File: src/rtl/pcie_sym_pkg.sv
// Symbol constants, decoded-symbol codes and framing state encoding shared by
// the PCIe symbol transmit mux and receiver.
package pcie_sym_pkg;

  localparam int unsigned BYTE_W = 8;
  localparam int unsigned CODE_W = 4;
  localparam int unsigned LEN_W  = 8;

  localparam logic [BYTE_W-1:0] SYM_COM = 8'hF2;
  localparam logic [BYTE_W-1:0] SYM_PAD = 8'hC7;
  localparam logic [BYTE_W-1:0] SYM_SKP = 8'hAC;
  localparam logic [BYTE_W-1:0] SYM_STP = 8'hAA;
  localparam logic [BYTE_W-1:0] SYM_SDP = 8'hE5;
  localparam logic [BYTE_W-1:0] SYM_END = 8'hF6;
  localparam logic [BYTE_W-1:0] SYM_EDB = 8'hDF;
  localparam logic [BYTE_W-1:0] SYM_FTS = 8'hA8;
  localparam logic [BYTE_W-1:0] SYM_IDL = 8'hAE;

  localparam logic [CODE_W-1:0] CODE_TLP = 4'd0;
  localparam logic [CODE_W-1:0] CODE_COM = 4'd1;
  localparam logic [CODE_W-1:0] CODE_PAD = 4'd2;
  localparam logic [CODE_W-1:0] CODE_SKP = 4'd3;
  localparam logic [CODE_W-1:0] CODE_STP = 4'd4;
  localparam logic [CODE_W-1:0] CODE_SDP = 4'd5;
  localparam logic [CODE_W-1:0] CODE_END = 4'd6;
  localparam logic [CODE_W-1:0] CODE_EDB = 4'd7;
  localparam logic [CODE_W-1:0] CODE_FTS = 4'd8;
  localparam logic [CODE_W-1:0] CODE_IDL = 4'd9;
  localparam logic [CODE_W-1:0] CODE_UNK = 4'd15;

  typedef enum logic {
    ST_IDLE = 1'b0,
    ST_PKT  = 1'b1
  } state_e;

endpackage

File: src/rtl/pcie_symbol_receiver_if.sv
// Byte/K input stream and decoded-symbol output bundle of the symbol receiver.
interface pcie_symbol_receiver_if;
  import pcie_sym_pkg::*;

  logic                ENB;
  logic [BYTE_W-1:0]   IN_BYTE;
  logic                IN_K;
  logic [CODE_W-1:0]   OUT_CTRL;
  logic [BYTE_W-1:0]   OUT_BYTE;
  logic                OUT_VALID;
  logic                OUT_DATA_VALID;
  logic                OUT_PKT_DONE;
  logic                OUT_PKT_ABORT;
  logic [LEN_W-1:0]    OUT_LEN;
  logic                OUT_ERR;

  modport master (
    output ENB, IN_BYTE, IN_K,
    input  OUT_CTRL, OUT_BYTE, OUT_VALID, OUT_DATA_VALID,
           OUT_PKT_DONE, OUT_PKT_ABORT, OUT_LEN, OUT_ERR
  );

  modport slave (
    input  ENB, IN_BYTE, IN_K,
    output OUT_CTRL, OUT_BYTE, OUT_VALID, OUT_DATA_VALID,
           OUT_PKT_DONE, OUT_PKT_ABORT, OUT_LEN, OUT_ERR
  );
endinterface

File: src/rtl/pcie_sym_decode.sv
// Combinational classification of a received byte plus K flag into a symbol code.
module pcie_sym_decode
  import pcie_sym_pkg::*;
(
  input  logic [BYTE_W-1:0] sym_byte,
  input  logic              sym_k,
  output logic [CODE_W-1:0] code_c
);

  always_comb begin
    code_c = CODE_TLP;
    if (sym_k) begin
      unique case (sym_byte)
        SYM_COM: code_c = CODE_COM;
        SYM_PAD: code_c = CODE_PAD;
        SYM_SKP: code_c = CODE_SKP;
        SYM_STP: code_c = CODE_STP;
        SYM_SDP: code_c = CODE_SDP;
        SYM_END: code_c = CODE_END;
        SYM_EDB: code_c = CODE_EDB;
        SYM_FTS: code_c = CODE_FTS;
        SYM_IDL: code_c = CODE_IDL;
        default: code_c = CODE_UNK;
      endcase
    end
  end

endmodule

File: src/rtl/pcie_symbol_receiver.sv
// Receive-side symbol classifier with STP/SDP..END/EDB framing, payload length
// tracking and protocol-violation flagging.
module pcie_symbol_receiver
  import pcie_sym_pkg::*;
#(
  parameter int unsigned MAX_LEN = 64
) (
  input  logic                  CLK_2MHz,
  input  logic                  reset,
  pcie_symbol_receiver_if.slave bus
);

  logic [CODE_W-1:0] code_c;
  state_e            state, state_nxt;
  logic [LEN_W-1:0]  len, len_nxt;

  logic [CODE_W-1:0] ctrl_q, ctrl_nxt;
  logic [BYTE_W-1:0] byte_q, byte_nxt;
  logic [LEN_W-1:0]  olen_q, olen_nxt;
  logic              valid_q, valid_nxt;
  logic              dv_q, dv_nxt;
  logic              done_q, done_nxt;
  logic              abort_q, abort_nxt;
  logic              err_q, err_nxt;

  pcie_sym_decode u_decode (
    .sym_byte (bus.IN_BYTE),
    .sym_k    (bus.IN_K),
    .code_c   (code_c)
  );

  always_ff @(posedge CLK_2MHz) begin
    if (reset) begin
      state <= ST_IDLE;
      len   <= '0;
    end else begin
      state <= state_nxt;
      len   <= len_nxt;
    end
  end

  // Framing decisions; when disabled everything but the held fields idles.
  always_comb begin
    state_nxt = state;
    len_nxt   = len;
    ctrl_nxt  = ctrl_q;
    byte_nxt  = byte_q;
    olen_nxt  = olen_q;
    valid_nxt = 1'b0;
    dv_nxt    = 1'b0;
    done_nxt  = 1'b0;
    abort_nxt = 1'b0;
    err_nxt   = 1'b0;
    if (bus.ENB) begin
      valid_nxt = 1'b1;
      ctrl_nxt  = code_c;
      byte_nxt  = bus.IN_BYTE;
      unique case (state)
        ST_IDLE: begin
          unique case (code_c)
            CODE_STP, CODE_SDP: begin
              state_nxt = ST_PKT;
              len_nxt   = '0;
            end
            CODE_COM, CODE_PAD, CODE_SKP, CODE_FTS, CODE_IDL: ;
            default: err_nxt = 1'b1;
          endcase
        end
        ST_PKT: begin
          unique case (code_c)
            CODE_TLP: begin
              if (len < LEN_W'(MAX_LEN)) begin
                dv_nxt  = 1'b1;
                len_nxt = len + LEN_W'(1);
              end else begin
                err_nxt   = 1'b1;
                abort_nxt = 1'b1;
                olen_nxt  = LEN_W'(MAX_LEN);
                state_nxt = ST_IDLE;
              end
            end
            CODE_END: begin
              done_nxt  = 1'b1;
              olen_nxt  = len;
              state_nxt = ST_IDLE;
            end
            CODE_EDB: begin
              abort_nxt = 1'b1;
              olen_nxt  = len;
              state_nxt = ST_IDLE;
            end
            // A new start inside a packet drops the old one and restarts framing.
            CODE_STP, CODE_SDP: begin
              err_nxt   = 1'b1;
              abort_nxt = 1'b1;
              olen_nxt  = len;
              len_nxt   = '0;
            end
            default: begin
              err_nxt   = 1'b1;
              abort_nxt = 1'b1;
              olen_nxt  = len;
              state_nxt = ST_IDLE;
            end
          endcase
        end
        default: state_nxt = ST_IDLE;
      endcase
    end
  end

  always_ff @(posedge CLK_2MHz) begin
    if (reset) begin
      ctrl_q  <= '0;
      byte_q  <= '0;
      olen_q  <= '0;
      valid_q <= 1'b0;
      dv_q    <= 1'b0;
      done_q  <= 1'b0;
      abort_q <= 1'b0;
      err_q   <= 1'b0;
    end else begin
      ctrl_q  <= ctrl_nxt;
      byte_q  <= byte_nxt;
      olen_q  <= olen_nxt;
      valid_q <= valid_nxt;
      dv_q    <= dv_nxt;
      done_q  <= done_nxt;
      abort_q <= abort_nxt;
      err_q   <= err_nxt;
    end
  end

  assign bus.OUT_CTRL       = ctrl_q;
  assign bus.OUT_BYTE       = byte_q;
  assign bus.OUT_LEN        = olen_q;
  assign bus.OUT_VALID      = valid_q;
  assign bus.OUT_DATA_VALID = dv_q;
  assign bus.OUT_PKT_DONE   = done_q;
  assign bus.OUT_PKT_ABORT  = abort_q;
  assign bus.OUT_ERR        = err_q;

endmodule

File: src/flat_wrapper.sv
// flat-port wrapper written by rule: the top's interface ports become plain ports
module pcie_symbol_receiver_flat import pcie_sym_pkg::*;
#(
  parameter int unsigned MAX_LEN = 64
)
  (CLK_2MHz, reset, bus_ENB, bus_IN_BYTE, bus_IN_K, bus_OUT_CTRL, bus_OUT_BYTE, bus_OUT_VALID, bus_OUT_DATA_VALID, bus_OUT_PKT_DONE, bus_OUT_PKT_ABORT, bus_OUT_LEN, bus_OUT_ERR);
  pcie_symbol_receiver_if bus_i ();
  input  logic CLK_2MHz;
  input  logic reset;
  input wire logic [$bits(bus_i.ENB)-1:0] bus_ENB;
  input wire logic [$bits(bus_i.IN_BYTE)-1:0] bus_IN_BYTE;
  input wire logic [$bits(bus_i.IN_K)-1:0] bus_IN_K;
  output wire logic [$bits(bus_i.OUT_CTRL)-1:0] bus_OUT_CTRL;
  output wire logic [$bits(bus_i.OUT_BYTE)-1:0] bus_OUT_BYTE;
  output wire logic [$bits(bus_i.OUT_VALID)-1:0] bus_OUT_VALID;
  output wire logic [$bits(bus_i.OUT_DATA_VALID)-1:0] bus_OUT_DATA_VALID;
  output wire logic [$bits(bus_i.OUT_PKT_DONE)-1:0] bus_OUT_PKT_DONE;
  output wire logic [$bits(bus_i.OUT_PKT_ABORT)-1:0] bus_OUT_PKT_ABORT;
  output wire logic [$bits(bus_i.OUT_LEN)-1:0] bus_OUT_LEN;
  output wire logic [$bits(bus_i.OUT_ERR)-1:0] bus_OUT_ERR;
  assign bus_i.ENB = bus_ENB;
  assign bus_i.IN_BYTE = bus_IN_BYTE;
  assign bus_i.IN_K = bus_IN_K;
  assign bus_OUT_CTRL = bus_i.OUT_CTRL;
  assign bus_OUT_BYTE = bus_i.OUT_BYTE;
  assign bus_OUT_VALID = bus_i.OUT_VALID;
  assign bus_OUT_DATA_VALID = bus_i.OUT_DATA_VALID;
  assign bus_OUT_PKT_DONE = bus_i.OUT_PKT_DONE;
  assign bus_OUT_PKT_ABORT = bus_i.OUT_PKT_ABORT;
  assign bus_OUT_LEN = bus_i.OUT_LEN;
  assign bus_OUT_ERR = bus_i.OUT_ERR;
  pcie_symbol_receiver #(.MAX_LEN(MAX_LEN)) u_core (.CLK_2MHz(CLK_2MHz), .reset(reset), .bus(bus_i));
endmodule
File: config.mk
export PLATFORM = sky130hd
export DESIGN_NAME = pcie_symbol_receiver_flat
export DESIGN_NICKNAME = d
export VERILOG_FILES = /design/src/rtl/pcie_sym_pkg.sv /design/src/rtl/pcie_symbol_receiver_if.sv /design/src/rtl/pcie_sym_decode.sv /design/src/rtl/pcie_symbol_receiver.sv /design/src/flat_wrapper.sv
export SDC_FILE = /design/constraint.sdc
export NUM_CORES = 1
export LEC_CHECK = 0
export CAP_MARGIN = 0
export CORE_ASPECT_RATIO = 1.25
export CORE_MARGIN = 1
export CORE_UTILIZATION = 49
export DETAILED_ROUTE_END_ITERATION = 10
export PLACE_DENSITY = 0.89
export SYNTH_ARGS = -nofsm -noshare
export SYNTH_HDL_FRONTEND = slang
export SYNTH_SLANG_ARGS = --single-unit
File: constraint.sdc
create_clock -name CLK_2MHz -period 2.4 [get_ports CLK_2MHz]
set_clock_uncertainty 0.05 [all_clocks]
set_input_delay 0.36 -clock CLK_2MHz [delete_from_list [all_inputs] [get_ports CLK_2MHz]]
set_output_delay 0.36 -clock CLK_2MHz [all_outputs]
set_load 0.02 [all_outputs]
== Word level (Yosys, flattened, before mapping) ==
Cells that the tools add are included.
Word-level totals
  logic and storage cells: 65
  output and inout bits: 25
  bits of input ports: 12
  flip-flop bits (word level): 34
Operators by class
  equal/unequal tests: 22
  reduce and logical (&&, ||, !) cells: 9
  $lt $le $gt $ge: 1
  multiplexer cells: 19
  add/subtract/negate cells: 1
  bitwise logic cells: 3
Operator list (number)
  $eq A8 B8 Y1 const B: 9
  $pmux W4 S9: 1
  $mux W8: 4
  $pmux W8 S2: 2
  $eq A4 B3 Y1 const B: 4
  $pmux W1 S2: 5
  $add A8 B1 Y8 const B: 1
  $eq A4 B2 Y1 const B: 2
  $eq A4 B4 Y1 const B: 2
  $lt A8 B7 Y1 const B: 1
  $reduce_or A7 Y1: 1
  $mux W1: 6
  $ne A3 B3 Y1 const B: 2
  $reduce_or A2 Y1: 3
  $eq A4 B1 Y1 const B: 1
  $logic_not A4 Y1: 1
  $mux W4: 1
  $reduce_and A4 Y1: 1
  $reduce_or A4 Y1: 1
  $not A1 Y1: 3
  $reduce_and A3 Y1: 1
  $reduce_or A3 Y1: 1
  $ne A2 B1 Y1 const B: 1
  $ne A2 B2 Y1 const B: 1

== Longest topological paths before layout ==
Gate-level depths: netlist of the first run.
  depth in word-level cells: 7
  mapped depth: 6
  mapped depth without buffers: 5

== Cells and area by module ==
From an unflattened synthesis of the first run, not the netlist that was laid out.
Unflattened totals
  cell total of the unflattened synthesis: 180
  area, all modules: 1607.8 µm²
Modules (own cells, without submodules)
  pcie_symbol_receiver: instances 1, area each 1390.1 µm², cells an instance 149, sequential area each 680.7 µm²
  pcie_sym_decode: instances 1, area each 217.7 µm², cells an instance 31, sequential area each 0.0 µm²

== Worst setup path before layout of the first run ==
No wires, ideal clock.
  path type: input to register
  start: input bus_IN_BYTE[3]
  end: register u_core.len[2]
  required time: 2230 ps
  buffers on the path: 1
  arrival: 1719 ps
  library setup time: 120 ps
  cell stages on the path: 6
  slack: 512 ps
  path through: buf_2 or4b_1 nor2_1 or2_2 a31oi_4 a211o_1
On the way
  cells in the longest elaborated chain, start to end: 7
  elaborated cells between the ends (all ways): 21
  classes of those cells: eq/ne (14); mux (4); reduce/logical (3)
RTL lines
  start, declared: RTL line flat_wrapper.sv:11  | input wire logic [$bits(bus_i.IN_BYTE)-1:0] bus_IN_BYTE;
  $eq A8 B8 Y1: RTL line pcie_sym_decode.sv:13  | unique case (sym_byte)
  $pmux W4 S9 (*): RTL line pcie_sym_decode.sv:13
  $mux W4 (*): RTL line pcie_sym_decode.sv:12  | if (sym_k) begin
  $eq A4 B3 Y1: RTL line pcie_symbol_receiver.sv:60, pcie_symbol_receiver.sv:70
  $reduce_or A2 Y1: RTL line pcie_symbol_receiver.sv:60, pcie_symbol_receiver.sv:70
  $pmux W8 S2 (tied with other cells): RTL line pcie_symbol_receiver.sv:70  | unique case (code_c)
  $pmux W8 S2 or $reduce_and A4 Y1 (tied branches)
  end signal, assigned: RTL line pcie_symbol_receiver.sv:38  | len <= len_nxt;
  end, declared: RTL line pcie_symbol_receiver.sv:15  | logic [LEN_W-1:0] len, len_nxt;
Mark *: on every way between the ends. The rest lies on a longest branch, timed or not.
A chain may end at the register's enable or synchronous reset.

== Worst setup path in the final report of the first run ==
  start: input bus_IN_BYTE[7]
  end: register u_core.ctrl_q[0], in the netlist u_core.bus.OUT_CTRL[0]
On the way
  cells in the longest elaborated chain, start to end: 3
  elaborated cells between the ends (all ways): 11
  classes of those cells: eq/ne (9); mux (2)
RTL lines
  $eq A8 B8 Y1: RTL line pcie_sym_decode.sv:13
  $pmux W4 S9 (*): RTL line pcie_sym_decode.sv:13
  $mux W4 (*): RTL line pcie_sym_decode.sv:12
  end signal, assigned: RTL line pcie_symbol_receiver.sv:123  | ctrl_q <= ctrl_nxt;
  end, declared: RTL line pcie_symbol_receiver.sv:17  | logic [CODE_W-1:0] ctrl_q, ctrl_nxt;
Marked as above.

==> out/qor.txt, run 1 <==
Nets: 231
RSZ-0062 raised after global routing: no
CTS tree: built
Die Area: 3450 µm²
pwr dens: 518.9 nW/µm²
WL final: 3.595 mm
post-route ant nets: 0
largest net degree at the start of global routing: 26
CTS Buffer Depth: 2
post-synthesis async set-or-reset flop share: 0
Std-Cell Rows: 22
Ant. Diodes: 0
final period utilization: 0.8765
Final min period: 2.104 ns
routed via count: 1451
layout cells sized above 1: 0.1233
Hold WC Path Type: reg -> reg
Syn. warnings: 0
worst-path maximum fanout: 4
Hold-fix buffers, CTS: 0
Slew headroom: 0.6376
Leakage: 0.7940 nW
top-area cell type share of the netlist area: 0.4317
outcome: finished, final reports clean
critical path launch point: bus_IN_BYTE[7]
Yosys reg bits: 34
DRT iter0 DRCs: 39
post-CTS sizing: 0
Worst R2R Start: u_core.len[7]$_SDFFE_PP0P_
Setup WS pre-CTS: -0.04562 ns
setup_tns: 0 ns
Total Routing Usage GR: 0.2383
min-delay src: u_core.bus.OUT_LEN[4]$_SDFFE_PP0P_
Post-Syn Instances: 177
TritonRoute pass-1 iters: 4
largest area contributor in the netlist: dfxtp_1
core area: 3000 µm²
Root Driver: clkbuf_4
Mean Syn Cell Area: 8.907 µm²
max_cap viols: 0
port bufs: 36
vias in the first global route: 1380
Final HPWL DP: 2.626 mm
Design Area, Final: 2064 µm²
Netlist cell types: 46
Power, Total: 1.071 mW
I/O Pins: 37
Post-synth EDFFs: 0
drt via density: 5.690
clock tree sinks: 34
most common flop cell mapped by yosys: dfxtp_1
DRC Markers: 0
Setup WS post-layout: 0.2964 ns
Max Clk Rate: 0.4754 GHz
Worst Path Required: 2.56 ns
WS Path Type: in -> reg
Netlist Area Pre-Place: 1577 µm²
Seq/Total Area, Yosys: 0.4317
gpl congestion: 0.8676
Finished Core Util: 0.6881
Die Span X: 52.74 µm
CTS buffer count: 5
die height: 65.42 µm
Clk Latency, worst-skew pair: 0.34 ns
worst slew pin tran: 0.5361 ns
peak supply drop: 0.4163 mV
Final Setup Violations: 0
global-route wire length before repair: 6.003 mm
Slew Viols, Final: 0
# Post-CTS Setup Buffers: 0
post-synthesis net count: 190
Cell Area, Placed: 2004 µm²
WP data arrival: 2.27 ns
CP Capture Type: flip-flop
H-Tree Depth: 2
GRT overflow: 0
Reg clk slew, reported paths: 0.10 ns
final routed wire length divided by cell count: 14.10 µm
initial antenna violation count: 0
initial core utilization: 0.5254
Area contributors post-synth: dfxtp_1, a21oi_1, mux2i_1
endpoints failing hold: 0
Startpoint Class: input pin
Layout Area Growth over Synthesis: 30.95%
[logic make-up (layout without fill, tap and decap cells)]
logic type      Yosys count  in the layout  share of synthesized area
compound gates           35             35                     0.1651
xor+xnor                  2              2                    0.01111
fa+ha+maj                 1              1                   0.007935
buf+inv                  18             60                    0.04524
flops                    34             34                     0.4317
mux                       9              9                    0.06032
simple gates             78             78                     0.2786
[cells in the mapped netlist, drive strengths merged, types with 2 or more instances]
| master | number |
|---|---|
| nand2b | 3 |
| nor2b | 2 |
| or2b | 3 |
| a31oi | 2 |
| nand2 | 14 |
| clkbuf | 7 |
| o21ai | 2 |
| dfxtp | 34 |
| nand4 | 9 |
| or4b | 3 |
| nor2 | 15 |
| o32ai | 2 |
| a32o | 2 |
| a21oi | 16 |
| nand3 | 9 |
| or2 | 2 |
| and2 | 2 |
| inv | 7 |
| buf | 4 |
| and4bb | 2 |
| mux2i | 8 |
| a211o | 3 |
| nor3 | 8 |
[cell type report]
class | count | area, µm²
clock buffers | 7 | 55.05
multi-input cells | 125 | 824.5
repair buffers | 45 | 427.9
well taps | 36 | 45.04
clock inverters | 1 | 5.005
flip-flops and latches | 34 | 680.7
fillers | 257 | 935.9
inverters | 7 | 26.28
[flip-flops by register name, indices dropped and copies added, names as in the netlist]
signal                     count
u_core.bus.OUT_LEN             8
u_core.bus.OUT_PKT_ABORT       1
u_core.bus.OUT_CTRL            4
u_core.bus.OUT_BYTE            8
u_core.bus.OUT_ERR             1
u_core.bus.OUT_DATA_VALID      1
u_core.bus.OUT_VALID           1
u_core.state                   1
u_core.len                     8
u_core.bus.OUT_PKT_DONE        1
[per-stage QoR]
step / std cells / hold WS, ns
after floorplan: 177 / 0.4301
after global placement: 247 / 0.3882
after detailed placement: 247 / 0.3945
after CTS: 255 / 0.4070
after global routing: 255 / 0.4333
final: 255 / 0.4054
[worst max-delay path: stages]
cell and delay [ns]:
clkdlybuf4s50_1 0.57, nand4_1 0.15, or4b_2 0.65, a21oi_1 0.23
nand4b_1 0.16, o311ai_0 0.14
[path summary, 6_finish.rpt]
kind         depth (start not counted)                             endpoint  slack, ns
max                                  6  u_core.bus.OUT_CTRL[0]$_SDFFE_PP0P_       0.30
min reg2reg                          2   u_core.bus.OUT_LEN[4]$_SDFFE_PP0P_       0.41
min                                  2   u_core.bus.OUT_LEN[4]$_SDFFE_PP0P_       0.41
max reg2reg                          5           u_core.len[3]$_SDFFE_PP0P_       0.71
[layout by cell type (no fill, tap or decap), drive strengths merged, types with 2 or more instances in the layout]
cell           instances
o32ai                  2
nor3                   8
dfxtp                 34
buf                    9
and4bb                 2
nor2                  15
nor2b                  2
a21oi                 16
and2                   2
nand2                 14
o21ai                  2
mux2i                  8
a211o                  3
a31oi                  2
or4b                   3
nand3                  9
inv                    7
or2                    2
nand4                  9
clkbuf                 7
clkdlybuf4s50         36
or2b                   3
nand2b                 3
a32o                   2
[report_power, final]
group / leakage, nW / switching, mW / internal [mW] / total [mW]
sequential: 0.277 / 0.00667 / 0.578 / 0.585
clock: 0.0353 / 0.193 / 0.142 / 0.335
combinational: 0.482 / 0.0795 / 0.0718 / 0.151
[layer usage]
layer  vias to the layer above  share of wire  global-route usage
met5                         -              0                   0
met2                        47           0.50              0.4082
met4                         0          0.025             0.09211
met3                        10          0.053             0.07407
li1                        725              -                   -
met1                       669           0.42              0.2683
Note: power is estimated with default switching activity, not from simulation.
==> run 2, diff against run 1 <==
--- a/config.mk
+++ b/config.mk
@@ -11,6 +11,7 @@
 export CORE_UTILIZATION = 49
 export DETAILED_ROUTE_END_ITERATION = 10
 export PLACE_DENSITY = 0.89
+export SLEW_MARGIN = 30
 export SYNTH_ARGS = -nofsm -noshare
 export SYNTH_HDL_FRONTEND = slang
 export SYNTH_SLANG_ARGS = --single-unit
==> results of run 2 <==
Final layout, timing and power as in run 1 (identical DEF).
==> run 3, diff against run 2 <==
--- a/config.mk
+++ b/config.mk
@@ -9,6 +9,7 @@
 export CORE_ASPECT_RATIO = 1.25
 export CORE_MARGIN = 1
 export CORE_UTILIZATION = 49
+export CTS_BUF_LIST = sky130_fd_sc_hd__clkbuf_16
 export DETAILED_ROUTE_END_ITERATION = 10
 export PLACE_DENSITY = 0.89
 export SLEW_MARGIN = 30
==> run 3 against run 2 <==
Effect of this change: cell count did not move; register-to-register slack improved by 0.02 ns; flip-flop and latch count did not move; via count rose by 1.1%; first-iteration DRC count rose by 13%; clock-buffer cell count fell by 2; clock power rose by 77%; routed wire length rose by 3.2%; power rose by 24%.
==> out/qor.txt, run 3 (synthesis gave the netlist of run 1 again) <==
Final min period: 2.247 ns
GR peak layer: met2
worst slew pin tran: 0.4822 ns
core area: 3000 µm²
Slew headroom: 0.6740
DRT iter0 DRCs: 44
WS Path Type: in -> reg
Final Setup Violations: 0
met3 Usage GRT: 0.06944
drt via density: 5.753
Endpoint, Worst Hold: u_core.bus.OUT_LEN[4]$_SDFFE_PP0P_
min-delay src: u_core.bus.OUT_LEN[4]$_SDFFE_PP0P_
GR Util met1: 0.2900
outcome: finished, final reports clean
setup_tns: 0 ns
TritonRoute pass-1 iters: 4
Nets: 231
Leakage: 0.8311 nW
r2r setup slk: 0.73 ns
CTS tree: built
Worst R2R End: u_core.len[3]$_SDFFE_PP0P_
post-CTS sizing: 0
CP max stage delay: 0.65 ns
final routed wire length divided by cell count: 14.55 µm
FILL cells: 237
pwr dens: 621.6 nW/µm²
Reg clk slew, reported paths: 0.05 ns
area of the multi-input gates: 824.5 µm²
# Post-CTS Setup Buffers: 0
gpl congestion: 0.8676
DRC Markers: 0
Design Area, Final: 2142 µm²
clock tree sinks: 34
Die Span X: 52.74 µm
initial antenna violation count: 0
Root Driver: clkbuf_16
vias in the first global route: 1413
Ant. Diodes: 0
Cell Area, Placed: 2004 µm²
Clk Latency, worst-skew pair: 0.27 ns
Worst Path Required: 2.48 ns
Register-to-Register Path Depth: 5
peak supply drop: 0.5688 mV
commonest cells after routing, fill and taps aside: clkdlybuf4s50_1, dfxtp_1, a21oi_1
largest net degree at the start of global routing: 26
layout cells sized above 1: 0.1187
Startpoint Class: input pin
Hold-fix buffers, CTS: 0
I/O Pins: 37
Slew Viols, Final: 0
Worst R2R Start: u_core.len[7]$_SDFFE_PP0P_
WP data arrival: 2.33 ns
Die Area: 3450 µm²
Std-Cell Rows: 22
RSZ-0062 raised after global routing: no
Cell Chain, Critical Path: clkdlybuf4s50_1 -> nand4_1 -> or4b_2 -> a21oi_1 -> nand4b_1 -> o311ai_0
area occupied by registers: 680.7 µm²
GRT overflow: 0
met2 usage: 0.4177
max_cap viols: 0
Layout Area Growth over Synthesis: 35.87%
Hold WC Path Type: reg -> reg
final period utilization: 0.9362
CTS buffer count: 5
CP Capture Type: flip-flop
port bufs: 36
Worst Hold Margin: 0.3985 ns
H-Tree Depth: 2
Power, Total: 1.332 mW
die height: 65.42 µm
Finished Core Util: 0.7139
Total Routing Usage GR: 0.2493
Final HPWL DP: 2.626 mm
global-route wire length before repair: 6.368 mm
routed via count: 1467
worst-path maximum fanout: 4
hold path cells: 2
CTS Buffer Depth: 2
endpoints failing hold: 0
critical path launch point: bus_IN_BYTE[7]
WL final: 3.711 mm
commonest non-fill, non-tap cell in the layout: clkdlybuf4s50_1
Max Clk Rate: 0.4450 GHz
post-route ant nets: 0
Slowest cell on crit path: or4b_2
initial core utilization: 0.5254
run 3: changes by cell type in the layout (fill, tap and decap cells not counted), sizes merged:
cell    before  now
clkbuf       7    5
clkinv       1    2
inv          7    8
run 3: area by class of cell:
class | count | area share
tap | 36 | 0.02103
inverter | 7 | 0.01227
timing repair buffer | 45 | 0.1998
clock inverter | 3 | 0.005841
multi-input combinational | 125 | 0.3849
clock buffer | 5 | 0.05841
sequential | 34 | 0.3178
run 3: worst max path at each step:
stage	end	slack, ns	depth (start not counted)
3_3_place_gp	u_core.bus.OUT_CTRL[0]$_SDFFE_PP0P_	0.03	6
5_1_grt	u_core.bus.OUT_CTRL[0]$_SDFFE_PP0P_	0.02	6
4_1_cts	u_core.bus.OUT_CTRL[0]$_SDFFE_PP0P_	0.18	6
3_5_place_dp	u_core.bus.OUT_CTRL[0]$_SDFFE_PP0P_	-0.05	6
6_report	u_core.bus.OUT_CTRL[0]$_SDFFE_PP0P_	0.15	6
2_1_floorplan	u_core.len[2]$_SDFFE_PP0P_	0.51	6
run 3: per-layer routing:
metal  up-vias  part of all wire
met5         -                 0
met4         0             0.023
met3        11             0.049
met2        50              0.50
met1       683              0.42
li1        723                 -
run 3: report_power, final:
part / switching (mW) / leakage (nW) / internal [mW]
clock network: 0.219 / 0.0724 / 0.374
registers: 0.00677 / 0.277 / 0.580
logic: 0.0798 / 0.482 / 0.0718
run 3: per-stage QoR:
step / cells / worst slack, ns
6_report: 255 / 0.1530
5_1_grt: 255 / 0.01877
4_1_cts: 255 / 0.1787
3_5_place_dp: 247 / -0.04562
3_3_place_gp: 247 / 0.02769
2_1_floorplan: 177 / 0.5118
run 3: worst max-delay path: cells and delay by family:
kind,cells,cell delay (ns)
buffers and inverters,1,0.57
and+or+nand+nor,3,0.98
AOI/OAI and AO/OA,2,0.42
